### src/rtl/usb_csr_pkg.sv
// Shared register map and types for the USB Wishbone event CSR block.
package usb_csr_pkg;

    localparam logic [6:0]  ADR_CTRL      = 7'h00;
    localparam logic [6:0]  ADR_STATUS    = 7'h04;
    localparam logic [6:0]  ADR_IRQ_EN    = 7'h08;
    localparam logic [6:0]  ADR_EDGE_MODE = 7'h0C;
    localparam logic [6:0]  ADR_CNT_BASE  = 7'h10;
    localparam logic [31:0] RD_DEFAULT    = 32'hDEAD_BEEF;

    typedef struct packed {
        logic gie;
        logic usb_rst;
    } ctrl_t;

    function automatic logic [6:0] cnt_adr(input int unsigned i);
        return ADR_CNT_BASE + 7'(i << 2);
    endfunction

endpackage

### src/rtl/wb_if.sv
// Wishbone classic bus bundle with master and slave views.
interface wb_if;

    logic        cyc;
    logic        stb;
    logic        we;
    logic [6:0]  adr;
    logic [31:0] dat_m2s;
    logic [31:0] dat_s2m;
    logic        ack;

    modport slv (
        input  cyc, stb, we, adr, dat_m2s,
        output dat_s2m, ack
    );

    modport mst (
        output cyc, stb, we, adr, dat_m2s,
        input  dat_s2m, ack
    );

endinterface

### src/rtl/usb_evt_chan.sv
// One event channel: edge/level detect, sticky status and
// saturating counter.
module usb_evt_chan #(
    parameter int CNT_W = 8
) (
    input  logic             clk_i,
    input  logic             rst_i,
    input  logic             evt_i,
    input  logic             edge_mode_i,
    input  logic             clr_sts_i,
    input  logic             clr_cnt_i,
    output logic             sts_o,
    output logic [CNT_W-1:0] cnt_o
);

    logic evt_q;
    logic hit;

    assign hit = edge_mode_i ? (evt_i & ~evt_q) : evt_i;

    // A hit always wins over a same-cycle clear.
    always_ff @(posedge clk_i) begin
        if (rst_i) begin
            evt_q <= 1'b0;
            sts_o <= 1'b0;
            cnt_o <= '0;
        end else begin
            evt_q <= evt_i;
            if (hit)
                sts_o <= 1'b1;
            else if (clr_sts_i)
                sts_o <= 1'b0;
            if (clr_cnt_i)
                cnt_o <= hit ? CNT_W'(1) : '0;
            else if (hit && cnt_o != '1)
                cnt_o <= cnt_o + CNT_W'(1);
        end
    end

endmodule

### src/rtl/usb_wb_event_csr.sv
// Wishbone control/status block: event capture, IRQ and USB
// soft-reset control.
module usb_wb_event_csr
    import usb_csr_pkg::*;
#(
    parameter int   N_EVT    = 8,
    parameter int   CNT_W    = 8,
    parameter logic RST_INIT = 1'b1
) (
    input  logic             clk_i,
    input  logic             rst_i,
    wb_if.slv                wbs,
    input  logic [N_EVT-1:0] evt_i,
    output logic             usb_rst_o,
    output logic             irq_o
);

    ctrl_t            ctrl;
    logic [N_EVT-1:0] irq_en;
    logic [N_EVT-1:0] edge_mode;
    logic [N_EVT-1:0] sts;
    logic [N_EVT-1:0] clr_sts;
    logic [N_EVT-1:0] clr_cnt;
    logic [CNT_W-1:0] cnt [N_EVT];
    logic             ack_q;
    logic [31:0]      dat_q;
    logic             irq_q;
    logic             acc;
    logic             wr;
    logic [31:0]      rd_data;
    logic             unused_dat;

    assign acc         = wbs.cyc & wbs.stb & ~ack_q;
    assign wr          = acc & wbs.we;
    assign wbs.ack     = ack_q;
    assign wbs.dat_s2m = dat_q;
    assign usb_rst_o   = ctrl.usb_rst;
    assign irq_o       = irq_q;
    assign unused_dat  = ^wbs.dat_m2s;

    for (genvar i = 0; i < N_EVT; i++) begin : g_chan
        usb_evt_chan #(.CNT_W(CNT_W)) u_chan (
            .clk_i       (clk_i),
            .rst_i       (rst_i),
            .evt_i       (evt_i[i]),
            .edge_mode_i (edge_mode[i]),
            .clr_sts_i   (clr_sts[i]),
            .clr_cnt_i   (clr_cnt[i]),
            .sts_o       (sts[i]),
            .cnt_o       (cnt[i])
        );
    end

    always_comb begin
        rd_data = RD_DEFAULT;
        clr_cnt = '0;
        clr_sts = '0;
        case (wbs.adr)
            ADR_CTRL:      rd_data = 32'(ctrl);
            ADR_STATUS:    rd_data = 32'(sts);
            ADR_IRQ_EN:    rd_data = 32'(irq_en);
            ADR_EDGE_MODE: rd_data = 32'(edge_mode);
            default:       ;
        endcase
        if (wr && wbs.adr == ADR_STATUS)
            clr_sts = wbs.dat_m2s[N_EVT-1:0];
        for (int i = 0; i < N_EVT; i++) begin
            if (wbs.adr == cnt_adr(i)) begin
                rd_data    = 32'(cnt[i]);
                clr_cnt[i] = wr;
            end
        end
    end

    // Reset drops any in-flight transaction, so its write is lost.
    always_ff @(posedge clk_i) begin
        if (rst_i) begin
            ack_q     <= 1'b0;
            dat_q     <= '0;
            ctrl      <= '{gie: 1'b0, usb_rst: RST_INIT};
            irq_en    <= '0;
            edge_mode <= '1;
            irq_q     <= 1'b0;
        end else begin
            ack_q <= acc;
            if (acc)
                dat_q <= rd_data;
            irq_q <= ctrl.gie & |(sts & irq_en);
            if (wr) begin
                case (wbs.adr)
                    ADR_CTRL:      ctrl      <= ctrl_t'(wbs.dat_m2s[1:0]);
                    ADR_IRQ_EN:    irq_en    <= wbs.dat_m2s[N_EVT-1:0];
                    ADR_EDGE_MODE: edge_mode <= wbs.dat_m2s[N_EVT-1:0];
                    default:       ;
                endcase
            end
        end
    end

endmodule

### src/flat_wrapper.sv
// flat-port wrapper written by rule: the top's interface ports become plain ports
module usb_wb_event_csr_flat import usb_csr_pkg::*;
#(
    parameter int   N_EVT    = 8,
    parameter int   CNT_W    = 8,
    parameter logic RST_INIT = 1'b1
)
  (clk_i, rst_i, evt_i, usb_rst_o, irq_o, wbs_cyc, wbs_stb, wbs_we, wbs_adr, wbs_dat_m2s, wbs_dat_s2m, wbs_ack);
  wb_if wbs_i ();
  input  logic clk_i;
  input  logic rst_i;
  input  logic [N_EVT-1:0] evt_i;
  output logic usb_rst_o;
  output logic irq_o;
  input wire logic [$bits(wbs_i.cyc)-1:0] wbs_cyc;
  input wire logic [$bits(wbs_i.stb)-1:0] wbs_stb;
  input wire logic [$bits(wbs_i.we)-1:0] wbs_we;
  input wire logic [$bits(wbs_i.adr)-1:0] wbs_adr;
  input wire logic [$bits(wbs_i.dat_m2s)-1:0] wbs_dat_m2s;
  output wire logic [$bits(wbs_i.dat_s2m)-1:0] wbs_dat_s2m;
  output wire logic [$bits(wbs_i.ack)-1:0] wbs_ack;
  assign wbs_i.cyc = wbs_cyc;
  assign wbs_i.stb = wbs_stb;
  assign wbs_i.we = wbs_we;
  assign wbs_i.adr = wbs_adr;
  assign wbs_i.dat_m2s = wbs_dat_m2s;
  assign wbs_dat_s2m = wbs_i.dat_s2m;
  assign wbs_ack = wbs_i.ack;
  usb_wb_event_csr #(.N_EVT(N_EVT), .CNT_W(CNT_W), .RST_INIT(RST_INIT)) u_core (.clk_i(clk_i), .rst_i(rst_i), .wbs(wbs_i), .evt_i(evt_i), .usb_rst_o(usb_rst_o), .irq_o(irq_o));
endmodule
### config.mk
export PLATFORM = sky130hd
export DESIGN_NAME = usb_wb_event_csr_flat
export DESIGN_NICKNAME = d
export VERILOG_FILES = /design/src/rtl/usb_csr_pkg.sv /design/src/rtl/wb_if.sv /design/src/rtl/usb_evt_chan.sv /design/src/rtl/usb_wb_event_csr.sv /design/src/flat_wrapper.sv
export SDC_FILE = /design/constraint.sdc
export NUM_CORES = 1
export LEC_CHECK = 0
export ABC_AREA = 1
export CAP_MARGIN = 20
export CORE_ASPECT_RATIO = 1.5
export CORE_UTILIZATION = 51
export DETAILED_ROUTE_END_ITERATION = 8
export HOLD_SLACK_MARGIN = 0.12
export PLACE_DENSITY = 0.79
export SYNTH_ARGS = -nofsm -noshare
export SYNTH_HDL_FRONTEND = slang
export SYNTH_HIERARCHICAL = 1
export SYNTH_SLANG_ARGS = --single-unit
### constraint.sdc
create_clock -name clk_i -period 1.5 [get_ports clk_i]
set_input_delay 0.3 -clock clk_i [delete_from_list [all_inputs] [get_ports clk_i]]
set_output_delay 0.3 -clock clk_i [all_outputs]
set_load 0.01 [all_outputs]
==> impl_metrics.py, run 1 <==
metrics = {
    "setup_path": {
        "start_kind": "input port",
        "r2r-start": "u_core/wbs.ack$_SDFF_PP0_",
        "r2r_setup_slack_ns": 0.10,
        "critPathMostFrequentCell": "nand2_1",
        "worst-path-buf-inv": 5,
        "r2r_cells": 8,
        "crit_type": "input port to flop",
        "crit_arrival_ns": 1.75,
        "critical-path-top-delay-family": "simple AND/OR/NAND/NOR gates",
        "critPathMaxFanout": 5,
        "critPathSlowestCell": "a211oi_2",
        "setup.worst_path.end_class": "flop",
        "cp.required_ns": 1.75,
        "path_cells": "buf_2 > inv_2 > nand2_4 > nor2_4 > buf_12 > nand2_4 > inv_2 > buf_4 > a211oi_2 > nand2_1 > nand2_1 > nand2_1 > nand2_1 > a21oi_1",
        "crit-reg2reg-capture": "u_core/g_chan[6].u_chan/cnt_o[3]$_SDFFE_PP0P_",
        "cpPeakStageDelay_ns": 0.25,
    },
    "run_status": {
        "status": "complete, no violations",
    },
    "route": {
        "ant_nets": 0,
        "wl_per_cell_um": 14.9,
        "drc": 0,
        "vias_per_cell": 5.39,
        "wirelength_mm": 20.2,
        "firstDrtPassIters": 5,
        "vias": 7288,
        "drt_iter0_markers": 551,
    },
    "global_route": {
        "grt_pass1_wl_mm": 31.2,
        "grt_max_degree": 23,
        "grt_overflow": 0,
        "grt_pass1_vias": 6827,
        "track_usage": 0.294,
        "antenna_found_initial": 0,
    },
    "cells_and_area": {
        "syn_to_final_growth_pct": 30.2,
        "nNetsFinal": 1247,
        "drive_gt1_frac": 0.239,
        "diodes": 0,
        "final_cells": 1351,
        "final_util": 0.677,
        "fin_area_um2": 8770,
    },
    "min_path": {
        "worstHoldPathType": "input port to flop",
        "hold_start": "rst_i",
        "whs_path_depth": 3,
        "hold_end": "u_core/g_chan[0].u_chan/sts_o$_SDFFE_PP0P_",
    },
    "timing": {
        "finalCritPeriodShare": 1.00,
        "hold_viol_final": 0,
        "max_freq_mhz": 667,
        "timing.hold.ws_ns": 0.353,
        "drv_slew": 0,
        "finalSetupViolCount": 0,
        "fin_tns_setup_ns": 0,
        "setup_ws_ns": 0.000202,
        "fin_skew_ns": 0.00996,
        "max-slew-margin-rel": 0.625,
        "min_period_ns": 1.50,
        "worstMarginPinSlew_ns": 0.562,
    },
    "die": {
        "row_count": 51,
        "core_area_um2": 13000,
        "pin_count": 87,
        "die_h_um": 143,
        "dieArea_um2": 13700,
        "die_w_um": 95.8,
        "floorplan.initialDensity": 0.520,
    },
    "placed_design": {
        "dp_cells": 1322,
        "gp_congestion": 0.955,
        "placedInstanceArea_um2": 7910,
        "dp_slack_ns": -0.785,
        "dp_hpwl_mm": 14.2,
        "io_buffers": 55,
    },
    "logic_synthesis": {
        "async_reset_ff_frac": 0,
        "synth-edff-count": 0,
        "ys_top_cells_by_count": "nand2_1 (275), inv_1 (159), nor2_1 (118), dfxtp_1 (109), nand3_1 (90)",
        "syn_area_um2": 6730,
        "syn_avg_cell_area_um2": 6.37,
        "synthTopCellsByArea": "dfxtp_1 (32%), nand2_1 (15%), inv_1 (8.9%)",
        "ys_ff_latch": 109,
        "synth.distinct_cells": 34,
        "ys_seq_area_frac": 0.324,
        "synth_top_cell_by_area": "dfxtp_1",
        "synth_flop_cell": "dfxtp_1",
        "syn_inst": 1057,
        "synth_top_area_share": 0.324,
        "yosysMostFrequentCell": "nand2_1",
        "yosysWarnings": 6,
    },
    "cts": {
        "clock-sinks": 109,
        "path_clk_slew_ns": 0.08,
        "cts_made_buffers": 9,
        "cts_tree": "done",
        "worstSkewPairLatency_ns": 0.36,
        "ctsHtreeMaxLevel": 3,
        "cts_root_buf": "clkbuf_16",
        "postCtsHoldBufs": 0,
        "clock_path_buffers": 2,
    },
    "power": {
        "total_power_mw": 6.88,
        "seqPwrFrac": 0.454,
        "p_sw_mw": 1.94,
        "switching_share": 0.281,
        "peakVddDrop_mv": 0.698,
        "p_leak_nw": 4.17,
        "pwr_density_cell_nw_per_um2": 785,
        "combPwrFrac": 0.155,
        "p_int_mw": 4.95,
        "clkPwrFrac": 0.391,
    },
    "flow_run": {
        "maxCapViolations": 0,
    },
}
-- cell type report --
cell class	count	area (um2)
Fill cell	1055	4190
Multi-Input combinational cell	754	4100
Sequential cell	109	2190
Timing Repair Buffer	143	1300
Inverter	170	661
Clock buffer	9	225
Tap cell	159	199
Clock inverter	7	105
-- power by group through the flow --
stage	combinational, mW	sequential, mW	clock [mW]
after global placement	0.970	3.18	0
after CTS	1.00	3.12	2.70
after global routing	1.16	3.14	2.83
after floorplan	0.581	3.17	0
final	1.07	3.12	2.69
after detailed placement	0.986	3.18	0
-- worst min-delay path: stages --
cell and delay (ns):
buf_2 0.10, buf_12 0.20, a21oi_1 0.06
-- layout by cell type (no fill, tap or decap), types with 4 or more instances in the layout --
cell type	count
clkdlybuf4s50_1	17
a21oi_2	11
inv_2	17
nand2_1	256
nand3_4	5
inv_1	147
buf_6	10
nand2_4	24
nor2_4	30
a21oi_1	81
inv_4	4
nor2_2	16
dfxtp_1	105
nor2_1	89
o21ai_0	58
nand2_2	43
nor3b_2	8
buf_12	6
nand3_1	84
o211ai_1	9
dlygate4sd2_1	28
ha_1	8
clkbuf_16	9
conb_1	7
dfxtp_2	4
buf_4	71
a211oi_2	4
-- worst max-delay path by stage --
stage / slack (ns) / startpoint / to / cells past startpoint
3_3_place_gp: -0.74 / wbs_adr[2] / u_core/wbs.dat_s2m[0]$_SDFFE_PP0P_ / 15
3_5_place_dp: -0.79 / wbs_adr[3] / u_core/wbs.dat_s2m[1]$_SDFFE_PP0P_ / 15
6_report: 0.0002 / wbs_adr[5] / u_core/wbs.dat_s2m[2]$_SDFFE_PP0P_ / 14
4_1_cts: -0.03 / wbs_cyc / u_core/g_chan[1].u_chan/cnt_o[3]$_SDFFE_PP0P_ / 9
5_1_grt: -0.10 / wbs_adr[2] / u_core/wbs.dat_s2m[1]$_SDFFE_PP0P_ / 16
2_1_floorplan: 0.01 / wbs_adr[1] / u_core/g_chan[7].u_chan/cnt_o[6]$_SDFFE_PP0P_ / 10
-- state kept, by name, summed over array words and instances (netlist names) --
name	cells
u_core/ctrl	1
u_core/edge_mode	8
u_core/g_chan.u_chan/cnt_o	64
u_core/g_chan.u_chan/evt_q	8
u_core/g_chan.u_chan/sts_o	8
u_core/irq_en	8
u_core/irq_o	1
u_core/usb_rst_o	1
u_core/wbs.ack	1
u_core/wbs.dat_s2m	9
-- layer usage --
| layer | vias to the layer above | share of wire | GRT usage |
|---|---|---|---|
| li1 | 3572 | - | - |
| met1 | 3309 | 0.38 | 0.316 |
| met2 | 308 | 0.51 | 0.523 |
| met3 | 99 | 0.051 | 0.0426 |
| met4 | 0 | 0.060 | 0.189 |
| met5 | - | 0 | 0 |
-- kinds of logic after synthesis --
| family | after synthesis | share of synthesized area |
|---|---|---|
| buffers and inverters | 200 | 0.125 |
| flip-flops | 109 | 0.324 |
| other | 1 | 0.000557 |
| AND/OR/NAND/NOR | 567 | 0.395 |
| adder cells (fa/ha/maj) | 8 | 0.0149 |
| AO/OA/AOI/OAI | 172 | 0.140 |
-- repair_timing --
item                       4_1_cts  5_1_grt
gates resized for setup        126       71
setup buffers                    9        3
setup endpoints to repair      125       92
pin swaps                       22       35
cloned                           2        0
No activity file was read; power rests on OpenSTA's default activity.
==> run 2: changes to the inputs <==
CORE_UTILIZATION = 55   (was 51)
PLACE_DENSITY = 0.81   (was 0.79)
TNS_END_PERCENT = 100   (was not set)
clock period = 1.55 ns   (was 1.5 ns; I/O delays follow)
==> run 2 against run 1 <==
  * The flow now finishes with violations (negative setup slack)
  * Worst hold slack better by 0.0014 ns
  * Register-to-register slack worse by 0.06 ns
  * First-iteration DRC count up 17%
  * Clock skew down 0.0028 ns
  * Critical endpoint is now u_core/wbs.dat_s2m[0]$_SDFFE_PP0P_
  * Largest power group unchanged
==> impl_metrics.py, run 2 (synthesized netlist as in run 1, its figures left out) <==
metrics = {
    "power": {
        "p_leak_nw": 4.03,
        "pwr_density_cell_nw_per_um2": 753,
        "peakVddDrop_mv": 0.531,
    },
    "cts": {
        "cts_made_buffers": 9,
        "ctsHtreeMaxLevel": 3,
        "cts_root_buf": "clkbuf_16",
        "postCtsHoldBufs": 0,
        "worstSkewPairLatency_ns": 0.36,
        "clock_path_buffers": 2,
        "path_clk_slew_ns": 0.07,
        "clock-sinks": 109,
        "cts_tree": "done",
    },
    "setup_path": {
        "critPathMostFrequentCell": "nand2_1",
        "crit_start": "wbs_adr[5]",
        "crit_arrival_ns": 1.82,
        "r2r-start": "u_core/wbs.ack$_SDFF_PP0_",
        "cpPeakStageDelay_ns": 0.20,
        "crit_type": "input port to flop",
        "critPathMaxFanout": 8,
        "start_kind": "input port",
        "critPathSlowestCell": "nor2_4",
        "cp.required_ns": 1.80,
        "path_cells": "clkbuf_2 > inv_2 > buf_4 > nand3_4 > nor2_4 > nor2_2 > nand2_2 > nand2_1 > nand2_1 > nand2_1 > nand2_1 > nand2_1 > nand2_2 > a21oi_2",
        "setup.worst_path.end_class": "flop",
    },
    "die": {
        "dieArea_um2": 12700,
        "core_area_um2": 12000,
        "row_count": 49,
        "floorplan.initialDensity": 0.563,
        "die_h_um": 138,
        "die_w_um": 92.3,
        "pin_count": 87,
    },
    "route": {
        "vias": 7337,
        "drc": 0,
        "vias_per_cell": 5.50,
        "wl_per_cell_um": 14.9,
        "ant_nets": 0,
        "wirelength_mm": 19.8,
        "drt_iter0_markers": 642,
        "firstDrtPassIters": 8,
    },
    "cells_and_area": {
        "largest_reg_flops": 64,
        "diodes": 0,
        "final_common_cell": "nand2_1",
        "nFillCells": 1009,
        "largest_register": "u_core/g_chan.u_chan/cnt_o",
        "nNetsFinal": 1236,
        "final_util": 0.706,
        "syn_to_final_growth_pct": 25.4,
        "drive_gt1_frac": 0.219,
        "final_cell_mix": "nand2_1 (255), inv_1 (153), dfxtp_1 (105), nor2_1 (98), nand3_1 (83)",
    },
    "placed_design": {
        "dp_hpwl_mm": 13.9,
        "gp_congestion": 0.918,
        "io_buffers": 55,
    },
    "global_route": {
        "grt_pass1_wl_mm": 30.2,
        "track_usage": 0.300,
        "antenna_found_initial": 0,
        "grt_overflow": 0,
        "grt_max_degree": 35,
        "grt_pass1_vias": 6695,
    },
    "min_path": {
        "hold_start": "rst_i",
        "worstHoldPathType": "input port to flop",
    },
    "timing": {
        "finalCritPeriodShare": 1.01,
        "hold_viol_final": 0,
        "finalSetupViolCount": 2,
        "min_period_ns": 1.57,
        "drv_slew": 0,
        "max_freq_mhz": 638,
        "setup_ws_ns": -0.0165,
        "fin_skew_ns": 0.00716,
        "timing.hold.ws_ns": 0.355,
    },
    "run_status": {
        "status": "finished, violations left",
        "violations": "negative setup slack",
    },
    "flow_run": {
        "maxCapViolations": 0,
    },
}
[run 2: cell types whose count changed in the layout (fill, tap and decap cells not counted), sizes merged]
| cell | previous run | this run |
|---|---|---|
| clkbuf | 12 | 14 |
| clkinv | 3 | 6 |
| buf | 93 | 79 |
| inv | 171 | 169 |
| bufinv | 2 | 1 |
| dlymetal6s2s | 2 | 3 |
| dlygate4sd2 | 28 | 26 |
| clkdlybuf4s50 | 17 | 18 |
[run 2: power breakdown]
group	total (mW)	internal (mW)	switching [mW]
clock network	2.36	1.26	1.10
logic	0.975	0.398	0.577
registers	3.02	2.92	0.106
total	6.36	4.58	1.78
[run 2: area by class of cell]
class	count	area (um2)	area share
Multi-Input combinational cell	754	3940	0.466
Sequential cell	109	2190	0.259
Timing Repair Buffer	131	1180	0.140
Inverter	170	649	0.0769
Clock buffer	9	225	0.0267
Tap cell	153	191	0.0227
Clock inverter	6	70.1	0.00830
Timing Repair inverter	1	5.00	0.000593
[run 2: final timing paths]
path	end	slack [ns]	depth (start not counted)
setup / recovery	u_core/wbs.dat_s2m[0]$_SDFFE_PP0P_	-0.02	14
hold / removal	u_core/wbs.dat_s2m[30]$_SDFFE_PP0P_	0.35	3
setup reg to reg	u_core/irq_en[0]$_SDFFE_PP0P_	0.04	9
hold reg to reg	u_core/wbs.dat_s2m[2]$_SDFFE_PP0P_	0.47	2
[run 2: metal layers]
metal | GRT usage | part of all wire
met2 | 0.557 | 0.53
met1 | 0.320 | 0.36
met5 | 0 | 0
met4 | 0.176 | 0.050
met3 | 0.0425 | 0.060
[run 2: critical path: cells and delay by family]
family          cells  cell delay (ns)
compound gates      1             0.05
buf+inv             3             0.30
simple gates       10             1.16
[run 2: repair_timing]
item / in CTS / in global routing
cloned: 0 / 2
pin swaps: 12 / 24
setup buffers: 6 / 14
resized for setup: 70 / 62
setup endpoints to repair: 120 / 91
[run 2: stage by stage]
| step | area (um2) | power [mW] | setup slack, ns | instances | setup TNS, ns |
|---|---|---|---|---|---|
| floorplan | 6760 | 3.63 | 0.0538 | 1063 | 0 |
| global placement | 7780 | 3.98 | -0.667 | 1296 | -45.61 |
| detailed placement | 7780 | 4.00 | -0.679 | 1296 | -49.85 |
| CTS | 8190 | 6.33 | -0.00544 | 1317 | -0.00724 |
| global route | 8450 | 6.59 | -0.109 | 1333 | -0.218 |
| finish | 8450 | 6.36 | -0.0165 | 1333 | -0.0277 |
==> run 3: changes to the inputs <==
CTS_CLUSTER_SIZE = 10   (was not set)
SKIP_LAST_GASP = 1   (was not set)
==> run 3 against run 2 <==
  * Die area stayed put
  * Final area is 0.95% lower
  * Non-clock buffer count is 5 lower
  * Core utilization is 0.67 points lower
  * Setup slack better by 0.044 ns
  * Fmax is 2.9% higher
  * Cell count is 0.45% lower
  * First-iteration DRC count is 5.0% lower
  * Flip-flop and latch count stayed put
  * Routed wire length is 2.5% lower
  * Highest routed layer unchanged
  * Clock power hardly changed
  * The flow now finishes without violations
  * Clock skew is 0.0015 ns higher
==> impl_metrics.py, run 3 (synthesized netlist as in run 1, its figures left out) <==
metrics = {
    "run_status": {
        "status": "complete, no violations",
    },
    "global_route": {
        "grt_pass1_vias": 6657,
        "antenna_found_initial": 0,
        "grt_max_degree": 35,
        "grt_overflow": 0,
        "track_usage": 0.300,
        "grt_pass1_wl_mm": 30.2,
    },
    "die": {
        "row_count": 49,
        "floorplan.initialDensity": 0.563,
        "pin_count": 87,
        "die_h_um": 138,
        "dieArea_um2": 12700,
        "core_area_um2": 12000,
        "die_w_um": 92.3,
    },
    "route": {
        "drc": 0,
        "firstDrtPassIters": 7,
        "drt_iter0_markers": 610,
        "wl_per_cell_um": 14.6,
        "vias": 7249,
        "ant_nets": 0,
        "vias_per_cell": 5.46,
        "wirelength_mm": 19.3,
    },
    "timing": {
        "finalCritPeriodShare": 0.982,
        "max_freq_mhz": 657,
        "hold_viol_final": 0,
        "fin_skew_ns": 0.00870,
        "min_period_ns": 1.52,
        "rsz0062_at_grt": "true",
        "drv_slew": 0,
        "finalSetupViolCount": 0,
        "timing.hold.ws_ns": 0.357,
    },
    "cells_and_area": {
        "seqCellArea_um2": 2190,
        "fin_area_um2": 8370,
        "syn_to_final_growth_pct": 24.2,
        "final_cell_mix": "nand2_1 (266), inv_1 (152), dfxtp_1 (106), nor2_1 (99), nand3_1 (86)",
        "nFillCells": 1016,
        "drive_gt1_frac": 0.201,
        "final_common_cell": "nand2_1",
        "final_cells": 1327,
        "diodes": 0,
        "multi_input_area_um2": 3890,
        "final_util": 0.700,
        "largest_register": "u_core/g_chan.u_chan/cnt_o",
        "nNetsFinal": 1230,
        "largest_reg_flops": 64,
    },
    "cts": {
        "ctsHtreeMaxLevel": 3,
        "cts_made_buffers": 9,
        "path_clk_slew_ns": 0.07,
        "clock-sinks": 109,
        "cts_tree": "done",
        "worstSkewPairLatency_ns": 0.36,
        "cts_root_buf": "clkbuf_16",
        "clock_path_buffers": 2,
    },
    "setup_path": {
        "cp.required_ns": 1.85,
        "start_kind": "input port",
        "crit_type": "input port to flop",
        "critical-path-top-delay-family": "simple AND/OR/NAND/NOR gates",
        "critPathMaxFanout": 4,
        "crit_arrival_ns": 1.82,
        "cpPeakStageDelay_ns": 0.18,
        "path_cells": "clkbuf_2 > inv_2 > buf_4 > nand3_4 > nor2_4 > buf_6 > nand2_1 > nand2_1 > nor2_2 > nand2_1 > nand2_1 > nand2_1 > nand2_1 > nand2_1 > nand2_2 > a21oi_2",
        "setup.worst_path.end_class": "flop",
        "worst-path-buf-inv": 4,
        "critPathSlowestCell": "nor2_4",
        "r2r_setup_slack_ns": 0.09,
        "critPathMostFrequentCell": "nand2_1",
    },
    "placed_design": {
        "gp_congestion": 0.918,
        "dp_cells": 1296,
        "placedInstanceArea_um2": 7780,
        "io_buffers": 55,
        "dp_hpwl_mm": 13.9,
    },
    "power": {
        "pwr_density_cell_nw_per_um2": 759,
        "p_leak_nw": 4.05,
        "peakVddDrop_mv": 0.495,
    },
    "flow_run": {
        "maxCapViolations": 0,
    },
    "min_path": {
        "worstHoldPathType": "input port to flop",
    },
}
## run 3: changes by cell type in the layout (fill, tap and decap cells not counted), sizes merged
cell,previous run,this run
clkbuf,14,16
dlymetal6s2s,3,7
clkinvlp,1,2
buf,79,72
clkinv,6,4
dlygate4sd2,26,22
## run 3: layout make-up
| type | count | share of cell area |
|---|---|---|
| clock buffer | 9 | 0.0269 |
| inverter | 170 | 0.0779 |
| multi-input combinational | 754 | 0.465 |
| tap | 153 | 0.0229 |
| timing repair buffer | 126 | 0.137 |
| sequential | 109 | 0.261 |
| clock inverter | 6 | 0.00838 |
## run 3: worst min-delay path, cell delays in order
cell and delay [ns]:
buf_2 0.10, buf_12 0.20, a21oi_1 0.06
## run 3: what timing repair did
item	4_1_cts	5_1_grt
buffers inserted	6	9
gates cloned	0	1
hold buffers	0	0
resized for setup	62	51
pin swaps	12	19
endpoints found under the setup margin	120	98
## run 3: power breakdown
| group | internal [mW] | leakage [nW] | switching [mW] |
|---|---|---|---|
| clock network | 1.26 | 0.147 | 1.10 |
| registers | 2.92 | 0.893 | 0.106 |
| logic | 0.396 | 3.01 | 0.569 |
## run 3: metal layers
layer	vias to the layer above	GRT usage	share of wire
met4	0	0.164	0.042
met1	3340	0.322	0.38
met3	71	0.0403	0.056
met2	302	0.562	0.53
met5	-	0	0
li1	3536	-	-
## run 3: metrics by stage
step	total power [mW]	worst slack, ns	setup TNS, ns
3_3_place_gp	3.98	-0.667	-45.61
5_1_grt	6.58	-0.0572	-0.106
6_report	6.35	0.0280	0
3_5_place_dp	4.00	-0.679	-49.85
4_1_cts	6.33	-0.137	-0.476
2_1_floorplan	3.63	0.0538	0
## run 3: path summary, 6_finish.rpt
check | startpoint | end | cells past startpoint
worst max-delay path | wbs_adr[5] | u_core/wbs.dat_s2m[0]$_SDFFE_PP0P_ | 16
worst min-delay path | rst_i | u_core/wbs.dat_s2m[30]$_SDFFE_PP0P_ | 3
worst max register to register | u_core/wbs.ack$_SDFF_PP0_ | u_core/g_chan[3].u_chan/cnt_o[7]$_SDFFE_PP0P_ | 9
worst min register to register | u_core/wbs.dat_s2m[2]$_SDFFE_PP0P_ | u_core/wbs.dat_s2m[2]$_SDFFE_PP0P_ | 2
